$ cat config.mk
export PLATFORM = sky130hd
export DESIGN_NAME = song_sequencer
export DESIGN_NICKNAME = d
export VERILOG_FILES = /design/src/rtl/song_pkg.sv /design/src/rtl/song_rom.sv /design/src/rtl/song_sequencer.sv
export SDC_FILE = /design/constraint.sdc
export NUM_CORES = 1
export LEC_CHECK = 0
export BUFFER_PORTS_ARGS = -buffer_cell sky130_fd_sc_hd__buf_4
export CORE_UTILIZATION = 60
export DETAILED_ROUTE_END_ITERATION = 10
export PLACE_DENSITY = 0.87
export SYNTH_ARGS = -nofsm -noshare
export SYNTH_HDL_FRONTEND = slang
export SYNTH_SLANG_ARGS = --single-unit
$ cat constraint.sdc
create_clock -name clk -period 4.7 [get_ports clk]
set_clock_uncertainty 0.1 [all_clocks]
set_input_delay 0.235 -clock clk [delete_from_list [all_inputs] [get_ports clk]]
set_output_delay 0.235 -clock clk [all_outputs]
set_load 0.05 [all_outputs]
$ cat src/rtl/song_pkg.sv
// Shared types and built-in melody data for the song sequencer and its ROM.
package song_pkg;

  localparam int SONG_NOTE_W = 4;
  localparam int SONG_DUR_W  = 27;

  typedef enum logic [2:0] {
    S_IDLE,
    S_FETCH,
    S_LOAD,
    S_PLAY,
    S_GAP,
    S_DONE
  } song_state_e;

  typedef struct packed {
    logic [SONG_NOTE_W-1:0] note;
    logic [SONG_DUR_W-1:0]  dur;
  } song_entry_t;

  function automatic song_entry_t mk_entry(input int n, input int d);
    song_entry_t e;
    e.note = SONG_NOTE_W'(n);
    e.dur  = SONG_DUR_W'(d);
    return e;
  endfunction

  // Song table; an entry with dur 0 terminates a song early.
  function automatic song_entry_t song_data(input int song, input int idx);
    song_entry_t e;
    e = mk_entry(0, 0);
    case (song)
      0: begin
        case (idx)
          0:       e = mk_entry(2, 10);
          1:       e = mk_entry(3, 4);
          default: e = mk_entry(0, 0);
        endcase
      end
      1:       e = mk_entry((idx % 15) + 1, 4);
      2:       e = mk_entry(15 - (idx % 16), 2);
      3: begin
        case (idx)
          0:       e = mk_entry(5, 3);
          1:       e = mk_entry(5, 3);
          2:       e = mk_entry(7, 6);
          default: e = mk_entry(0, 0);
        endcase
      end
      default: e = mk_entry(0, 0);
    endcase
    return e;
  endfunction

endpackage

$ cat src/rtl/song_rom.sv
// Song storage: NUM_SONGS x DEPTH {note,dur} entries, synchronous read with one cycle latency.
module song_rom
  import song_pkg::*;
#(
  parameter int NUM_SONGS = 4,
  parameter int DEPTH     = 32,
  parameter int NOTE_W    = SONG_NOTE_W,
  parameter int DUR_W     = SONG_DUR_W,
  parameter int SONG_W    = 2,
  parameter int ADDR_W    = 5
) (
  input  logic                     clk,
  input  logic [SONG_W+ADDR_W-1:0] i_addr,
  output logic [NOTE_W-1:0]        o_note,
  output logic [DUR_W-1:0]         o_dur
);

  localparam int ENTRIES = 2 ** (SONG_W + ADDR_W);

  song_entry_t       w_mem [ENTRIES];
  logic [NOTE_W-1:0] r_note;
  logic [DUR_W-1:0]  r_dur;

  // Address is {song,location}; slots beyond the stored songs read as terminators.
  for (genvar gi = 0; gi < ENTRIES; gi++) begin : g_init
    assign w_mem[gi] = ((gi / (2 ** ADDR_W)) < NUM_SONGS && (gi % (2 ** ADDR_W)) < DEPTH)
                       ? song_data(gi / (2 ** ADDR_W), gi % (2 ** ADDR_W))
                       : mk_entry(0, 0);
  end

  always_ff @(posedge clk) begin
    r_note <= NOTE_W'(w_mem[i_addr].note);
    r_dur  <= DUR_W'(w_mem[i_addr].dur);
  end

  assign o_note = r_note;
  assign o_dur  = r_dur;

endmodule

$ cat src/rtl/song_sequencer.sv
// Melody playback engine: walks the selected song, holding each note for its duration.
// Optional SONG_GAP_EN inserts a silent GAP_CYCLES gap after every non-final note.
module song_sequencer
  import song_pkg::*;
#(
  parameter int  NUM_SONGS  = 4,
  parameter int  DEPTH      = 32,
  parameter int  NOTE_W     = SONG_NOTE_W,
  parameter int  DUR_W      = SONG_DUR_W,
  parameter int  GAP_CYCLES = 5_000_000,
  localparam int SONG_W     = (NUM_SONGS > 1) ? $clog2(NUM_SONGS) : 1,
  localparam int ADDR_W     = $clog2(DEPTH)
) (
  input  logic              clk,
  input  logic              rst,
  input  logic              start,
  input  logic [SONG_W-1:0] song_sel,
  input  logic              pause,
  input  logic              stop,
  output logic [NOTE_W-1:0] note,
  output logic              note_on,
  output logic [ADDR_W-1:0] location,
  output logic              busy,
  output logic              done,
  output logic              song_err
);

  localparam logic [SONG_W:0]   SEL_LIMIT = (SONG_W + 1)'(NUM_SONGS);
  localparam logic [ADDR_W-1:0] LAST_LOC  = ADDR_W'(DEPTH - 1);
  localparam logic [DUR_W-1:0]  GAP_LOAD  = DUR_W'(GAP_CYCLES - 1);

  song_state_e       r_state, w_state_nx;
  logic [SONG_W-1:0] r_sel, w_sel_nx;
  logic [ADDR_W-1:0] r_loc, w_loc_nx;
  logic [NOTE_W-1:0] r_note, w_note_nx;
  logic              r_err, w_err_nx;
  logic [DUR_W-1:0]  r_cnt, w_cnt_nx;
  logic [NOTE_W-1:0] w_rom_note;
  logic [DUR_W-1:0]  w_rom_dur;
  logic              w_sel_ok;
  logic              w_note_on, w_busy, w_done;

  song_rom #(
    .NUM_SONGS(NUM_SONGS),
    .DEPTH    (DEPTH),
    .NOTE_W   (NOTE_W),
    .DUR_W    (DUR_W),
    .SONG_W   (SONG_W),
    .ADDR_W   (ADDR_W)
  ) u_rom (
    .clk   (clk),
    .i_addr({r_sel, r_loc}),
    .o_note(w_rom_note),
    .o_dur (w_rom_dur)
  );

  assign w_sel_ok = ({1'b0, song_sel} < SEL_LIMIT);

  always_ff @(posedge clk or posedge rst) begin
    if (rst) r_state <= S_IDLE;
    else     r_state <= w_state_nx;
  end

  always_comb begin
    w_state_nx = r_state;
    w_sel_nx   = r_sel;
    w_loc_nx   = r_loc;
    w_note_nx  = r_note;
    w_err_nx   = 1'b0;
    w_cnt_nx   = r_cnt;
    w_note_on  = 1'b0;
    w_busy     = (r_state != S_IDLE);
    w_done     = 1'b0;
    case (r_state)
      S_IDLE: begin
        if (start && !stop) begin
          if (w_sel_ok) begin
            w_sel_nx   = song_sel;
            w_loc_nx   = '0;
            w_state_nx = S_FETCH;
          end else begin
            w_err_nx = 1'b1;
          end
        end
      end
      S_FETCH: w_state_nx = S_LOAD;
      S_LOAD: begin
        if (w_rom_dur == '0) begin
          w_state_nx = S_DONE;
        end else begin
          w_note_nx  = w_rom_note;
          w_cnt_nx   = w_rom_dur - DUR_W'(1);
          w_state_nx = S_PLAY;
        end
      end
      S_PLAY: begin
        w_note_on = !pause;
        if (!pause) begin
          if (r_cnt == '0) begin
            // Preloading the gap length here is harmless when no GAP state follows.
            w_cnt_nx = GAP_LOAD;
            if (r_loc == LAST_LOC) begin
              w_state_nx = S_DONE;
            end else begin
              w_loc_nx = r_loc + ADDR_W'(1);
`ifdef SONG_GAP_EN
              w_state_nx = S_GAP;
`else
              w_state_nx = S_FETCH;
`endif
            end
          end else begin
            w_cnt_nx = r_cnt - DUR_W'(1);
          end
        end
      end
`ifdef SONG_GAP_EN
      S_GAP: begin
        if (!pause) begin
          if (r_cnt == '0) w_state_nx = S_FETCH;
          else             w_cnt_nx   = r_cnt - DUR_W'(1);
        end
      end
`endif
      S_DONE: begin
        w_done     = 1'b1;
        w_state_nx = S_IDLE;
      end
      default: w_state_nx = S_IDLE;
    endcase
    if (stop && (r_state != S_IDLE)) begin
      w_state_nx = S_IDLE;
      w_loc_nx   = '0;
    end
  end

  always_ff @(posedge clk or posedge rst) begin
    if (rst) begin
      r_sel  <= '0;
      r_loc  <= '0;
      r_note <= '0;
      r_err  <= 1'b0;
    end else begin
      r_sel  <= w_sel_nx;
      r_loc  <= w_loc_nx;
      r_note <= w_note_nx;
      r_err  <= w_err_nx;
    end
  end

  always_ff @(posedge clk) begin
    r_cnt <= w_cnt_nx;
  end

  assign note     = r_note;
  assign note_on  = w_note_on;
  assign location = r_loc;
  assign busy     = w_busy;
  assign done     = w_done;
  assign song_err = r_err;

endmodule

==> impl_metrics.py <==
metrics = {
    "min_path": {
        "hold_depth": 2,
        "hp-start": "stop",
        "holdPathEnd": "r_state[0]$_DFFE_PP0P_",
        "hold_class": "primary input to register",
    },
    "synthesis": {
        "synth_cells": 292,
        "synth_warnings": 0,
        "avgSynthCellArea_um2": 9.95,
        "async_flop_share_pct": 28.6,
        "netlist_area_um2": 2900,
        "synth_top_flop_cell": "edfxtp_1",
        "syn_nets": 313,
        "ys_ff_latch": 49,
        "synth.distinct_cells": 47,
        "synth_seq_area_share_pct": 45.5,
        "synth-edff-count": 27,
    },
    "placement": {
        "dp.cells": 350,
        "pre_cts_slack_ns": 1.95,
        "gp_congestion": 0.863,
        "dpl_cell_area_um2": 3040,
        "io_buffers": 18,
        "dp_hpwl_um": 4310,
    },
    "global_route": {
        "grt_max_degree": 28,
        "grt_first_pass_wirelength_um": 9960,
        "first_global_vias": 2108,
        "antenna_found_initial": 0,
        "overflow": 0,
        "grtUsageTotal_pct": 25.7,
    },
    "clock_network": {
        "clk_latency_ns": 0.33,
        "cts_root_buf": "clkbuf_8",
        "cts_buffers": 5,
        "clk_pin_slew_ns": 0.11,
        "ctsResizeCount": 0,
        "holdBufCountCts": 1,
        "clock_sinks": 49,
        "cts_tree": "done",
        "post_cts_buffers": 0,
        "clk_path_buf_depth": 2,
        "h-tree-depth": 2,
    },
    "route": {
        "drc": 0,
        "firstDrtPassIters": 5,
        "vias": 2273,
        "routedWlPerCell_um": 17.1,
        "antenna_left": 0,
        "route.met2.wl_um": 3000,
        "drt-vias-per-instance": 6.33,
        "met3_length_um": 406,
        "top_layer": "met4",
        "drtIter0Drc": 242,
        "wirelength_um": 6140,
        "met1Wirelength_um": 2590,
    },
    "sta": {
        "period_needed_ns": 2.81,
        "drv_slew": 0,
        "whs_ns": -0.000655,
        "setup_slack_ns": 1.89,
        "fmax_ghz": 0.356,
        "hold_viol": 1,
        "min_period_over_period_pct": 59.8,
        "rsz0062_at_grt": "no",
        "tns_ns": 0,
        "tightest_slew_ns": 0.804,
        "setup-violations-final": 0,
        "slew_headroom_pct": 46.0,
    },
    "floorplanning": {
        "core_um2": 4500,
        "start_util_pct": 64.5,
        "die_x_um": 71.6,
        "die_area_um2": 5120,
        "ios": 20,
        "fp.dieH_um": 71.6,
        "std_cell_rows": 24,
    },
    "final_layout": {
        "final_cell_mix": "edfxtp_1 (27), nand2_1 (23), o21ai_0 (20)",
        "syn2layout_area_growth_pct": 8.53,
        "drive_gt1_share_pct": 14.7,
        "utilization_pct": 70.0,
        "final_cells": 359,
        "fill_cells": 325,
        "finalNetCount": 327,
        "finalInstanceArea_um2": 3150,
        "n_antenna_cell": 0,
        "regArea_um2": 1320,
        "multiInputGateArea_um2": 1470,
        "layout_commonest_cell": "edfxtp_1",
    },
    "critical_path": {
        "path_max_fanout": 14,
        "cp.required_ns": 4.66,
        "r2r_cells": 5,
        "endpoint_kind": "register",
        "cp_common_cell": "or3_4",
        "path_buf_inv": 0,
        "critPathTopFamily": "simple AND/OR/NAND/NOR gates",
        "rr_startpoint": "r_cnt[13]$_DFFE_PP_",
        "worstSetupPathType": "register to register",
        "worstPathCellList": "or3_4 > or3_4 > or4_4 > nand2_1 > o21ai_0",
        "r2r_slack_ns": 1.89,
        "slowest_delay_ns": 0.62,
        "reg2reg_to": "r_cnt[20]$_DFFE_PP_",
        "critPathSlowestCell": "or4_4",
        "cp.arrival_ns": 2.77,
        "startpoint_type": "register",
    },
    "power": {
        "finalPower_mw": 1.24,
        "p_per_area_nw_per_um2": 392,
        "leakagePower_nw": 1.23,
        "peakVddDrop_mv": 0.336,
    },
    "outcome": {
        "outcome": "complete, but fails checks",
        "violations": "hold timing",
    },
    "flow_run": {
        "maxCapViolCount": 0,
    },
}
## worst max-delay path by stage
stage	from	slack (ns)	to	cells after the start
final	r_cnt[13]$_DFFE_PP_	1.89	r_cnt[20]$_DFFE_PP_	5
after global routing	r_cnt[5]$_DFFE_PP_	1.76	r_cnt[17]$_DFFE_PP_	5
after CTS	r_cnt[13]$_DFFE_PP_	1.92	r_cnt[26]$_DFFE_PP_	5
after detailed placement	r_cnt[13]$_DFFE_PP_	1.95	r_cnt[26]$_DFFE_PP_	5
after global placement	r_cnt[13]$_DFFE_PP_	2.04	r_cnt[17]$_DFFE_PP_	5
after floorplan	r_state[1]$_DFFE_PP0P_	1.08	r_cnt[0]$_DFFE_PP_	5
## cell families after synthesis
logic type	synth area share [%]
AO/OA/AOI/OAI	11.5
adder cells (fa/ha/maj)	6.03
AND/OR/NAND/NOR	20.6
multiplexers	4.95
buffers and inverters	4.01
other	0.129
XOR/XNOR	7.24
flip-flops	45.5
## power breakdown
| group | leakage (nW) | switching (mW) | internal (mW) |
|---|---|---|---|
| logic | 0.681 | 0.209 | 0.127 |
| clock network | 0.0506 | 0.164 | 0.112 |
| registers | 0.501 | 0.0711 | 0.554 |
| total | 1.23 | 0.444 | 0.792 |
## flip-flops by register name (all words and copies together), names as in the netlist
name	flops
u_rom.o_note	4
r_sel	2
r_cnt	27
r_state	3
location	5
note	4
u_rom.o_dur	4
## layer usage
| layer | vias to the layer above | global-route usage, % |
|---|---|---|
| li1 | 1092 | - |
| met1 | 1060 | 33.4 |
| met2 | 103 | 43.1 |
| met3 | 18 | 5.06 |
| met4 | 0 | 9.37 |
| met5 | - | 0 |
## cell usage after synthesis, types with 7 or more instances
cell      number  area, um2
xnor2_1       17        149
dfrtp_1       14        350
nor3_1        16       80.1
ha_1          14        175
inv_1         12       45.0
nand3_1        7       35.0
clkbuf_1       9       33.8
edfxtp_1      27        811
xor2_1         7       61.3
o21ai_0       21        105
a21oi_1       16       80.1
dfxtp_1        8        160
mux2_2         9        101
nor2_1        19       71.3
nand2_1       23       86.3
## area by class of cell
cell class	count	area share, %
Multi-Input combinational cell	218	46.6
Sequential cell	49	41.9
Timing Repair Buffer	20	4.84
Clock buffer	5	2.18
Tap cell	52	2.06
Inverter	12	1.43
Clock inverter	3	0.913
Note: power is estimated with default switching activity, not from simulation.
